### config.mk
export PLATFORM = sky130hd
export DESIGN_NAME = cd_cmd_arb
export DESIGN_NICKNAME = d
export VERILOG_FILES = /design/src/rtl/cd_cmd_arb.sv
export SDC_FILE = /design/constraint.sdc
export NUM_CORES = 1
export LEC_CHECK = 0
export BUFFER_PORTS_ARGS = -buffer_cell sky130_fd_sc_hd__buf_2
export CAP_MARGIN = 20
export CORE_UTILIZATION = 51
export DETAILED_ROUTE_END_ITERATION = 12
export GPL_ROUTABILITY_DRIVEN = 0
export PLACE_DENSITY_LB_ADDON = 0.1
export SLEW_MARGIN = 20
export SYNTH_ARGS = -nofsm -noshare
export SYNTH_HDL_FRONTEND = slang
export SYNTH_SLANG_ARGS = --single-unit
### constraint.sdc
create_clock -name clk_sys -period 4.8 [get_ports clk_sys]
set_clock_uncertainty 0.15 [all_clocks]
set_input_delay 0.48 -clock clk_sys [delete_from_list [all_inputs] [get_ports clk_sys]]
set_output_delay 0.48 -clock clk_sys [all_outputs]
set_load 0.02 [all_outputs]
### src/rtl/cd_cmd_arb.sv
// Two-requester round-robin command arbiter for a toggle-handshake HPS bridge.
// A granted command is sent with a request toggle, and the arbiter then waits for
// the bridge's acknowledge toggle or a timeout. The result is returned as a
// one-cycle strobe to whichever requester issued the command.
module cd_cmd_arb #(
    parameter logic [23:0] TIMEOUT = 24'd6_000_000
) (
    input  logic        clk_sys,
    input  logic        nRESET,
    input  logic        req0_valid,
    input  logic        req1_valid,
    input  logic [47:0] req0_cmd,
    input  logic [47:0] req1_cmd,
    output logic        req0_ready,
    output logic        req1_ready,
    output logic        resp0_valid,
    output logic        resp1_valid,
    output logic [47:0] resp_data,
    output logic        resp_err,
    output logic [48:0] cd_in,
    input  logic [48:0] cd_out,
    output logic        busy
);

    typedef enum logic [1:0] {StIdle, StWait, StResp} state_e;

    state_e      state_q, state_d;
    logic [47:0] cmd_q, cmd_d;
    logic        req_tog_q, req_tog_d;
    logic        ack_tog_q, ack_tog_d;
    logic        idx_q, idx_d;
    logic        last_q, last_d;
    logic [23:0] cnt_q, cnt_d;
    logic [47:0] resp_data_q, resp_data_d;
    logic        resp_err_q, resp_err_d;

    logic        gnt_idx;
    logic        accept;
    logic        ack;
    logic        terminal;

    // Round-robin grant and combinational ready; held off while in reset.
    always_comb begin
        gnt_idx    = (req0_valid & req1_valid) ? ~last_q : req1_valid;
        req0_ready = (state_q == StIdle) & nRESET & req0_valid & ~gnt_idx;
        req1_ready = (state_q == StIdle) & nRESET & req1_valid & gnt_idx;
        accept     = req0_ready | req1_ready;
        ack        = cd_out[48] ^ ack_tog_q;
        terminal   = (cnt_q == TIMEOUT - 24'd1);
    end

    // Next-state logic for the handshake FSM and its datapath registers.
    always_comb begin
        state_d     = state_q;
        cmd_d       = cmd_q;
        req_tog_d   = req_tog_q;
        ack_tog_d   = ack_tog_q;
        idx_d       = idx_q;
        last_d      = last_q;
        cnt_d       = cnt_q;
        resp_data_d = resp_data_q;
        resp_err_d  = resp_err_q;
        unique case (state_q)
            StIdle: begin
                // Track the acknowledge line so a late toggle is swallowed.
                ack_tog_d = cd_out[48];
                if (accept) begin
                    cmd_d     = gnt_idx ? req1_cmd : req0_cmd;
                    req_tog_d = ~req_tog_q;
                    idx_d     = gnt_idx;
                    last_d    = gnt_idx;
                    cnt_d     = 24'd0;
                    state_d   = StWait;
                end
            end
            StWait: begin
                // Acknowledge takes priority over the terminal count.
                if (ack) begin
                    resp_data_d = cd_out[47:0];
                    resp_err_d  = 1'b0;
                    ack_tog_d   = cd_out[48];
                    state_d     = StResp;
                end else if (terminal) begin
                    resp_data_d = 48'd0;
                    resp_err_d  = 1'b1;
                    state_d     = StResp;
                end else begin
                    cnt_d = cnt_q + 24'd1;
                end
            end
            StResp: begin
                state_d = StIdle;
            end
            default: begin
                state_d = StIdle;
            end
        endcase
    end

    // State and datapath registers.
    always_ff @(posedge clk_sys or negedge nRESET) begin
        if (!nRESET) begin
            state_q     <= StIdle;
            cmd_q       <= 48'd0;
            req_tog_q   <= 1'b0;
            ack_tog_q   <= 1'b0;
            idx_q       <= 1'b0;
            last_q      <= 1'b1;
            cnt_q       <= 24'd0;
            resp_data_q <= 48'd0;
            resp_err_q  <= 1'b0;
        end else begin
            state_q     <= state_d;
            cmd_q       <= cmd_d;
            req_tog_q   <= req_tog_d;
            ack_tog_q   <= ack_tog_d;
            idx_q       <= idx_d;
            last_q      <= last_d;
            cnt_q       <= cnt_d;
            resp_data_q <= resp_data_d;
            resp_err_q  <= resp_err_d;
        end
    end

    // Registered outputs and state-decoded strobes.
    always_comb begin
        cd_in       = {req_tog_q, cmd_q};
        resp_data   = resp_data_q;
        resp_err    = resp_err_q;
        resp0_valid = (state_q == StResp) & ~idx_q;
        resp1_valid = (state_q == StResp) & idx_q;
        busy        = (state_q != StIdle);
    end

endmodule
# Yosys cells after proc, flatten, opt, wreduce, memory -nomap -nowiden
# Cells that the tools add are included.
# Widths: inputs -> output; s select.
# totals
register_bits,127
inputBits,149
output_inout_bits,103
wordCells,57
# classes
addsub,1
eq_ne,8
muxes,16
bitwise,14
reduce_logical,9
# op_table
op,count
$mux 48,3
$mux 24,3
$pmux 24 s2,1
$add 24x1->24 const B,1
$eq 24x23->1 const B,1
$and 1x1->1,8
$ne 2x2->1 const B,4
$reduce_and 2->1,4
$mux 2,3
$reduce_bool 2->1,3
$mux 1,4
$not 1->1,4
$pmux 2 s2,1
$reduce_and 4->1,1
$ne 3x3->1 const B,1
$eq 2x1->1 const B,1
$eq 2x2->1 const B,1
$logic_not 2->1,1
$pmux 1 s2,1
$or 1x1->1,1
$xor 1x1->1,1

# Logic depth before layout (Yosys ltp)
# Gate-level depths: netlist of the first run.
# depth
ltp_word,7
ltp_mapped,8
ltp_nobuf,6

# Worst setup path before layout of the first run
# No wires, ideal clock.
# synth_path
path_kind,register to register
start,register cnt_q[0]
end,register cnt_q[6]
setup_time_ns,0.129
t_arrival_ns,1.927
t_required_ns,4.521
slack_ns,2.594
path_stages_with_launch,9
n_path_buf,2
period_less_slack_ns,2.206
path_cell_list,dfrtp_1 -> ha_1 -> nand3_2 -> or2_1 -> clkbuf_1 -> o311a_2 -> buf_4 -> nor3_1 -> a211oi_2
# synth_between
elab_chain_len,4
# synth_lines
item,line_no,rtl
start: declaration,33,"logic [23:0] cnt_q, cnt_d;"
start signal: assignment,119,cnt_q <= cnt_d;
$add 24x1->24,88,cnt_d = cnt_q + 24'd1;
$mux 24,83,end else if (terminal) begin
$mux 24,78,if (ack) begin
$pmux 24 s2,63,unique case (state_q)
# Several ways; a longest one is shown, not always the timed one. The select of a mux whose other input is x is not followed.
# A chain may end at the register's enable or synchronous reset.

# Worst setup path in the final report of the first run
# layout_path
start,register state_q[1]
end,register cnt_q[15]
# layout_between
elab_chain_len,7
# layout_lines
item,line_no,rtl
start: declaration,27,"state_e state_q, state_d;"
start signal: assignment,103,state_q <= StIdle;
start signal: assignment,113,state_q <= state_d;
$logic_not 2->1,"45, 46, 63",
$and 1x1->1,"45, 46",
$and 1x1->1 (on tied branches) (2 in series),"45, 46",
$or 1x1->1,47,accept = req0_ready | req1_ready;
$ne 2x2->1 (no source line),n/a,
$reduce_and 4->1 (no source line),n/a,
# Several ways; a longest one is shown, not always the timed one.

==> results.json, run 1 <==
{
  "hold_violations": 0,
  "drtIter0Drc": 350,
  "synth-seq-cells": 127,
  "setup_viol": 0,
  "critPathRequiredTime_ns": 4.92,
  "rrSetupSlack_ns": 2.21,
  "dieArea_sq_um": 11800,
  "slew_headroom": 0.277,
  "core_sq_um": 10900,
  "synth_edf_count": 0,
  "crit_type": "register to register",
  "final_util": 0.705,
  "worst_path_largest_cell_delay_ns": 0.44,
  "grtUsageMet1": 0.332,
  "pre_cts_ws_ns": 2.11,
  "nFillCells": 893,
  "cts_hold_buf": 0,
  "ir_drop_mv": 0.327,
  "dpl.hpwl_mm": 11.3,
  "start_kind": "register",
  "leakagePower_nw": 3.93,
  "seq_power_share": 0.356,
  "clkTransAtPathRegs_ns": 0.05,
  "critPathSlowestCell": "dfrtp_1",
  "endpoint_kind": "register",
  "grt_pass1_vias": 5129,
  "finalWirelength_mm": 15.8,
  "clockPowerShare": 0.258,
  "synth_seq_area_share": 0.549,
  "clk_latency_ns": 0.41,
  "nNetsFinal": 988,
  "hp-class": "input port to register",
  "post_drt_wl_per_cell_um": 15.9,
  "drv_cap": 0,
  "ant_nets": 0,
  "post_cts_buffers": 0,
  "setup-tns-final_ns": 0,
  "max_freq_mhz": 386,
  "area_growth_pct": 33.1,
  "overflow": 0,
  "rows": 38,
  "initial_utilization": 0.529,
  "arrival_ns": 2.71,
  "pin_count": 252,
  "vias": 5311,
  "power.internal_w": 0.00290,
  "synth_ff_type": "dfrtp_1",
  "rsz0062_at_grt": "false",
  "cts.sinks": 127,
  "syn-instance-count": 604,
  "syn_area_sq_um": 5790,
  "fin_ws_ns": 2.21,
  "numPortBuffers": 251,
  "powerDensity_nw_per_um2": 631,
  "grt_start_max_net_pins": 72,
  "period_share": 0.540,
  "switchingPower_w": 0.00196,
  "status": "finished clean",
  "cp_max_fo": 61,
  "gr-max-usage-layer": "met2",
  "grtUsageTotal": 0.280,
  "htree_levels": 4,
  "period_needed_ns": 2.59,
  "dieWidth_um": 109,
  "routed_via_density": 5.35,
  "cts_tree": "done",
  "layout-drive-gt1-share": 0.362,
  "fp.dieH_um": 109,
  "crit_chain": "or2_2 > nor2_1 > o21ai_4 > buf_4 > nand2_4 > a31oi_1",
  "clock-root-buffer": "clkbuf_16",
  "cts_resized": 0,
  "grt_pass1_wl_mm": 25.0,
  "grtUsageMet3": 0.0910,
  "synth_cell_types": 48,
  "synth_fp_nets": 754,
  "holdWs_ns": 0.115,
  "avgSynthCellArea_sq_um": 9.58,
  "async_flop_share": 1.00,
  "cts_buffer_depth": 2,
  "drc": 0,
  "p_sw_frac": 0.403,
  "first_pass_iters": 7,
  "drv_slew": 0,
  "worst_slew_pin_slew_ns": 1.08,
  "ys_warn_count": 0,
  "numCtsBuffers": 17,
  "comb_power_share": 0.386,
  "antenna_found_initial": 2,
  "grt_use_met2": 0.469
}
[layout by cell type (no fill, tap or decap), types with 4 or more instances in the layout]
master      Yosys  final
buf_2           2    250
nand2_1       166    166
dfrtp_1       126    126
o21ai_0       102    101
mux2i_1        50     50
a31oi_1        21     21
clkbuf_16       0     17
a21oi_1        13     13
nand3_1        12     12
nor2_1          9      8
buf_4           2      7
nand4_1         6      6
a41oi_1         6      6
o21a_1          5      5
clkinv_2        0      5
clkinvlp_4      0      4
[cells in the mapped netlist, drive strengths merged, types with 4 or more instances]
| master | count | area [sq um] |
|---|---|---|
| o21ai | 102 | 510 |
| or2 | 4 | 25.0 |
| a21oi | 13 | 65.1 |
| clkbuf | 31 | 116 |
| buf | 11 | 66.3 |
| nand2 | 167 | 634 |
| a31oi | 21 | 131 |
| dfrtp | 126 | 3150 |
| nor4 | 4 | 40.0 |
| nor2 | 9 | 33.8 |
| nor3 | 4 | 25.0 |
| o21a | 5 | 37.5 |
| nand3 | 13 | 70.1 |
| mux2i | 50 | 500 |
| a41oi | 6 | 52.6 |
| nand4 | 6 | 37.5 |
[cell families (layout without fill, tap and decap cells)]
logic type / Yosys count / count (layout) / share of synthesized area
other: 0 / 2 / 0
muxes: 51 / 51 / 0.0884
adders and majority gates: 1 / 1 / 0.00216
xor gates and xnor gates: 2 / 2 / 0.00303
buffers and inverters: 45 / 291 / 0.0335
AOI/OAI and AO/OA: 156 / 156 / 0.155
and+or+nand+nor: 222 / 222 / 0.169
DFF: 127 / 127 / 0.549
[power groups by stage]
stage	clock network, W	logic [W]	registers (W)
after floorplan	0	0.000746	0.00219
after global placement	0	0.00184	0.00172
after detailed placement	0	0.00189	0.00173
after CTS	0.00127	0.00189	0.00173
after global routing	0.00133	0.00207	0.00179
final	0.00125	0.00188	0.00173
[flip-flops by register name, summed over array words and instances (netlist names)]
name,count
last_q,1
req_tog_q,1
idx_q,1
ack_tog_q,1
resp_data,48
resp_err,1
cmd_q,48
state_q,2
cnt_q,24
[worst max-delay path, delay by kind of cell (launching register included)]
kind	cells	cell delay [ns]
buffers and inverters	1	0.41
AOI/OAI and AO/OA	2	0.50
and+or+nand+nor	3	0.95
DFF	1	0.44
[through the flow]
stage | instances | area (sq um) | total power [W]
after CTS | 990 | 7700 | 0.00490
after floorplan | 604 | 5790 | 0.00294
after global placement | 959 | 7120 | 0.00356
after detailed placement | 959 | 7120 | 0.00363
final | 992 | 7700 | 0.00486
after global routing | 992 | 7700 | 0.00518
[per-layer routing]
layer / routed length, um / part of all wire / vias up
li1: - / - / 2556
met1: 6250 / 0.40 / 2501
met2: 7980 / 0.50 / 222
met3: 1160 / 0.073 / 32
met4: 422 / 0.027 / 0
met5: 0 / 0 / -
[final timing paths]
check,startpoint,to,cells after the start
max reg2reg,state_q[1],cnt_q[15],6
min in group asynchronous,nRESET,resp_data[8],2
max in group asynchronous,nRESET,cnt_q[4],3
max,state_q[1],cnt_q[15],6
min,cd_out[4],resp_data[4],3
min reg2reg,cmd_q[40],cmd_q[40],2
[layout make-up]
class                      instances  area, sq um  share of cell area
clock inverter                    11          115              0.0149
tap                              140          175              0.0227
multi-input combinational        432         2450               0.318
clock buffer                      20          467              0.0606
sequential                       127         3180               0.413
inverter                           3         11.3             0.00146
timing repair buffer             257         1300               0.169
antenna                            2         5.00            0.000650
No activity file was read; power rests on OpenSTA's default activity.
==> run 2, diff against run 1 <==
--- a/config.mk
+++ b/config.mk
@@ -7,7 +7,7 @@
 export LEC_CHECK = 0
 export BUFFER_PORTS_ARGS = -buffer_cell sky130_fd_sc_hd__buf_2
 export CAP_MARGIN = 20
-export CORE_UTILIZATION = 51
+export CORE_UTILIZATION = 43
 export DETAILED_ROUTE_END_ITERATION = 12
 export GPL_ROUTABILITY_DRIVEN = 0
 export PLACE_DENSITY_LB_ADDON = 0.1
==> constraint.sdc (replaced) <==
create_clock -name clk_sys -period 2.25 [get_ports clk_sys]
set_clock_uncertainty 0.15 [all_clocks]
set_input_delay 0.225 -clock clk_sys [delete_from_list [all_inputs] [get_ports clk_sys]]
set_output_delay 0.225 -clock clk_sys [all_outputs]
set_load 0.02 [all_outputs]
==> results.json, run 2 (synthesis gave the netlist of run 1 again) <==
{
  "hp-class": "input port to register",
  "numCtsBuffers": 17,
  "clk_latency_ns": 0.42,
  "rrSetupSlack_ns": 0.08,
  "drc": 0,
  "grt_pass1_vias": 6320,
  "numPortBuffers": 251,
  "ant_nets": 0,
  "pre_cts_ws_ns": 0.0202,
  "final-instance-count-excl-fill": 1201,
  "worstReg2RegStart": "cnt_q[20]",
  "period_share": 0.963,
  "powerDensity_nw_per_um2": 1160,
  "p_sw_frac": 0.400,
  "slew_headroom": 0.395,
  "overflow": 0,
  "dieWidth_um": 118,
  "rows": 42,
  "clkTransAtPathRegs_ns": 0.06,
  "setup_viol": 0,
  "hold_depth": 3,
  "layout-drive-gt1-share": 0.332,
  "crit_type": "register to register",
  "reg2reg_depth": 6,
  "holdWs_ns": 0.0433,
  "dpl.hpwl_mm": 11.3,
  "clockPowerShare": 0.250,
  "final_util": 0.725,
  "worstHoldEndpoint": "cmd_q[38]",
  "finalWirelength_mm": 19.4,
  "htree_levels": 4,
  "arrival_ns": 2.34,
  "critPathRequiredTime_ns": 2.42,
  "comb_power_share": 0.419,
  "area_growth_pct": 65.2,
  "final_common_cell": "buf_2",
  "cp_max_fo": 10,
  "cts_tree": "done",
  "clock-root-buffer": "clkbuf_16",
  "switchingPower_w": 0.00444,
  "routed_via_density": 5.19,
  "dp_cells": 1016,
  "pin_count": 252,
  "cts.sinks": 127,
  "drtIter0Drc": 355,
  "nNetsFinal": 1161,
  "drv_cap": 0,
  "fin_ws_ns": 0.0830,
  "hp-start": "req1_cmd[38]",
  "vias": 6230,
  "antenna_found_initial": 1,
  "max_freq_mhz": 461,
  "r2r_end": "cnt_q[6]",
  "grt_pass1_wl_mm": 30.8,
  "status": "finished clean",
  "first_pass_iters": 5,
  "power.internal_w": 0.00667,
  "start_kind": "register",
  "grtUsageTotal": 0.280,
  "leakagePower_nw": 4.74,
  "fp.dieH_um": 118,
  "post_drt_wl_per_cell_um": 16.2,
  "drv_slew": 0,
  "hold_violations": 0,
  "dieArea_sq_um": 13900,
  "period_needed_ns": 2.17,
  "worst_slew_pin_slew_ns": 0.904,
  "core_sq_um": 13200,
  "seq_power_share": 0.332,
  "layout_common_cells": "buf_2, nand2_1, dlygate4sd3_1, dfrtp_1, o21ai_0",
  "cts_buffer_depth": 2,
  "ir_drop_mv": 0.705,
  "endpoint_kind": "register",
  "initial_utilization": 0.439,
  "nFillCells": 913,
  "grt_start_max_net_pins": 128
}
[run 2: changes by cell type in the layout (fill, tap and decap cells not counted), sizes merged, moves of 2 or more]
cell,change
clkinvlp,-2
buf,+26
clkbuf,+3
dlygate4sd3,+144
[run 2: repair_timing]
item / 4_1_cts / 5_1_grt
cloned: 0 / 3
pin swaps: 0 / 5
gates resized for setup: 1 / 9
hold buffers: 144 / 0
setup buffers: 0 / 5
hold endpoints to repair: 222 / 0
endpoints found under the setup margin: 2 / 73
[run 2: worst max-delay path by stage]
stage | from | endpoint | slack [ns] | cells after the start
4_1_cts | cnt_q[0] | cnt_q[6] | 0.01 | 6
3_3_place_gp | cnt_q[19] | cnt_q[6] | 0.06 | 5
2_1_floorplan | cnt_q[0] | cnt_q[6] | 0.04 | 8
3_5_place_dp | cnt_q[19] | cnt_q[6] | 0.02 | 5
5_1_grt | cnt_q[1] | resp_data[14] | -0.005 | 8
6_report | cnt_q[20] | cnt_q[6] | 0.08 | 6
[run 2: area by class of cell]
type | instances | area, sq um | share of cell area
Sequential cell | 127 | 3180 | 0.332
Timing Repair Buffer | 429 | 3070 | 0.321
Multi-Input combinational cell | 433 | 2490 | 0.261
Clock buffer | 21 | 450 | 0.0471
Tap cell | 176 | 220 | 0.0230
Clock inverter | 11 | 139 | 0.0145
Inverter | 3 | 11.3 | 0.00118
Antenna cell | 1 | 2.50 | 0.000262
[run 2: layer usage]
metal | global-route usage | share of wire | vias up
met5 | 0 | 0 | -
met2 | 0.488 | 0.52 | 265
met3 | 0.0756 | 0.067 | 49
li1 | - | - | 2909
met1 | 0.320 | 0.38 | 3007
met4 | 0.129 | 0.029 | 0
[run 2: per-stage QoR]
| stage | instance area, sq um | setup TNS, ns | total power, W |
|---|---|---|---|
| 6_report | 9570 | 0 | 0.0111 |
| 5_1_grt | 9570 | -0.0184 | 0.0117 |
| 4_1_cts | 9430 | 0 | 0.0110 |
| 3_5_place_dp | 7400 | 0 | 0.00792 |
| 3_3_place_gp | 7400 | 0 | 0.00779 |
| 2_1_floorplan | 5790 | 0 | 0.00627 |
[run 2: power by group through the flow]
| stage | clock network [W] | registers, W | logic, W |
|---|---|---|---|
| 3_3_place_gp | 0 | 0.00364 | 0.00415 |
| 2_1_floorplan | 0 | 0.00468 | 0.00159 |
| 3_5_place_dp | 0 | 0.00368 | 0.00424 |
| 6_report | 0.00278 | 0.00368 | 0.00465 |
| 4_1_cts | 0.00282 | 0.00367 | 0.00452 |
| 5_1_grt | 0.00292 | 0.00379 | 0.00503 |
[run 2: worst max-delay path, cell delays in order (launching register included)]
cell and delay, ns:
dfrtp_1 0.37, and2_2 0.17, or4b_4 0.50, o311ai_4 0.31
buf_4 0.17, nand2_4 0.10, a211oi_2 0.29
==> run 3, diff against run 2 <==
==> constraint.sdc (replaced) <==
create_clock -name clk_sys -period 2.25 [get_ports clk_sys]
set_clock_uncertainty 0.15 [all_clocks]
set_input_delay 0.45 -clock clk_sys [delete_from_list [all_inputs] [get_ports clk_sys]]
set_output_delay 0.45 -clock clk_sys [all_outputs]
set_load 0.02 [all_outputs]
==> results.json, run 3 (synthesis gave the netlist of run 1 again) <==
{
  "post_drt_wl_per_cell_um": 15.1,
  "layout_common_cells": "buf_2, nand2_1, dfrtp_1, o21ai_0, mux2i_1",
  "fin_ws_ns": 0.0802,
  "routed_via_density": 5.13,
  "overflow": 0,
  "comb_power_share": 0.395,
  "pre_cts_ws_ns": -0.0647,
  "area_growth_pct": 40.9,
  "hold_violations": 19,
  "power.internal_w": 0.00661,
  "clock-root-buffer": "clkbuf_16",
  "first_pass_iters": 5,
  "cts_hold_buf": 0,
  "grt_pass1_vias": 5380,
  "slew_headroom": 0.512,
  "worst_slew_pin_slew_ns": 0.732,
  "dpl.hpwl_mm": 11.4,
  "cts_tree": "done",
  "setup_viol": 0,
  "numPortBuffers": 251,
  "leakagePower_nw": 4.17,
  "crit_type": "register to register",
  "fp.dieH_um": 118,
  "holdWs_ns": -0.0458,
  "period_share": 0.964,
  "clk_latency_ns": 0.42,
  "arrival_ns": 2.34,
  "status": "complete, but fails checks",
  "cts_buffer_depth": 2,
  "final_common_cell": "buf_2",
  "grt_start_max_net_pins": 128,
  "seqCellArea_sq_um": 3180,
  "cts.sinks": 127,
  "start_kind": "register",
  "rrSetupSlack_ns": 0.08,
  "clkTransAtPathRegs_ns": 0.06,
  "layout-drive-gt1-share": 0.394,
  "final_util": 0.619,
  "endpoint_kind": "register",
  "rows": 42,
  "grt_pass1_wl_mm": 26.1,
  "nNetsFinal": 1023,
  "max_freq_mhz": 461,
  "drtIter0Drc": 234,
  "vias": 5450,
  "grtUsageTotal": 0.237,
  "finalWirelength_mm": 16.0,
  "violations": "negative hold slack",
  "setup-tns-final_ns": 0,
  "core_sq_um": 13200,
  "numCtsBuffers": 17,
  "nFillCells": 1141,
  "drc": 0,
  "powerDensity_nw_per_um2": 1330,
  "r2r_end": "cnt_q[6]",
  "p_sw_frac": 0.393,
  "rsz0062_at_grt": "false",
  "period_needed_ns": 2.17,
  "drv_cap": 0,
  "hp-class": "input port to asynchronous set/reset pin",
  "drv_slew": 0,
  "ant_nets": 0,
  "clockPowerShare": 0.269,
  "dieWidth_um": 118,
  "worstReg2RegStart": "cnt_q[19]",
  "cp_max_fo": 11,
  "dieArea_sq_um": 13900,
  "critPathRequiredTime_ns": 2.42,
  "pin_count": 252,
  "totalPowerFinal_w": 0.0109,
  "htree_levels": 4,
  "multiInputGateArea_sq_um": 2490,
  "antenna_found_initial": 0,
  "seq_power_share": 0.336,
  "switchingPower_w": 0.00428,
  "reg2reg_depth": 6,
  "ir_drop_mv": 0.570,
  "initial_utilization": 0.439
}
[run 3: cell count changes in the layout (fill, tap and decap cells not counted), sizes merged]
cell         delta
bufinv          +1
dlygate4sd3   -144
buf             +9
clkbuf          -4
nand2           -1
clkinv          +1
[run 3: layer usage]
layer	global-route usage	share of wire	routed length (um)	vias to the layer above
met5	0	0	0	-
met4	0.109	0.026	424	0
met3	0.0669	0.069	1110	35
met2	0.394	0.49	7820	215
met1	0.284	0.42	6690	2568
li1	-	-	-	2632
[run 3: how the worst max path moves through the flow]
stage	start	end	slack, ns
floorplan	cnt_q[0]	cnt_q[6]	0.04
global placement	cnt_q[1]	cnt_q[6]	0.06
detailed placement	cnt_q[1]	cnt_q[6]	-0.06
CTS	state_q[1]	req0_ready	0.05
global route	cnt_q[14]	cnt_q[14]	0.0004
finish	cnt_q[19]	cnt_q[6]	0.08
[run 3: final cells by class]
type	count	share of cell area
flip-flops and latches	127	0.390
multi-input cells	432	0.305
repair buffers	292	0.199
clock buffers	19	0.0555
well taps	176	0.0270
clock inverters	13	0.0227
inverters	3	0.00138
diodes	1	0.000307
[run 3: power groups by stage]
| stage | logic, W | clock network (W) | registers, W |
|---|---|---|---|
| 2_1_floorplan | 0.00159 | 0 | 0.00468 |
| 3_3_place_gp | 0.00415 | 0 | 0.00366 |
| 3_5_place_dp | 0.00424 | 0 | 0.00369 |
| 4_1_cts | 0.00431 | 0.00300 | 0.00366 |
| 5_1_grt | 0.00471 | 0.00308 | 0.00378 |
| 6_report | 0.00430 | 0.00293 | 0.00366 |
[run 3: what timing repair did]
item	CTS	global route
buffers inserted	3	5
pin swaps	1	2
endpoints found under the setup margin	32	53
gates cloned	0	1
gates resized for setup	9	6
[run 3: per-stage QoR]
| step | instance area, sq um | hold slack (ns) | cells |
|---|---|---|---|
| global route | 8160 | 0.0784 | 1062 |
| CTS | 8090 | 0.0436 | 1056 |
| detailed placement | 7400 | 0.312 | 1021 |
| floorplan | 5790 | 0.00441 | 604 |
| finish | 8160 | -0.0458 | 1063 |
| global placement | 7400 | 0.308 | 1021 |
[run 3: critical path, cell delays in order (launching register included)]
cell and delay, ns:
dfrtp_1 0.38, and2_2 0.17, or4b_4 0.52, o311ai_4 0.40, nand2_4 0.07, buf_4 0.19
a211oi_2 0.20
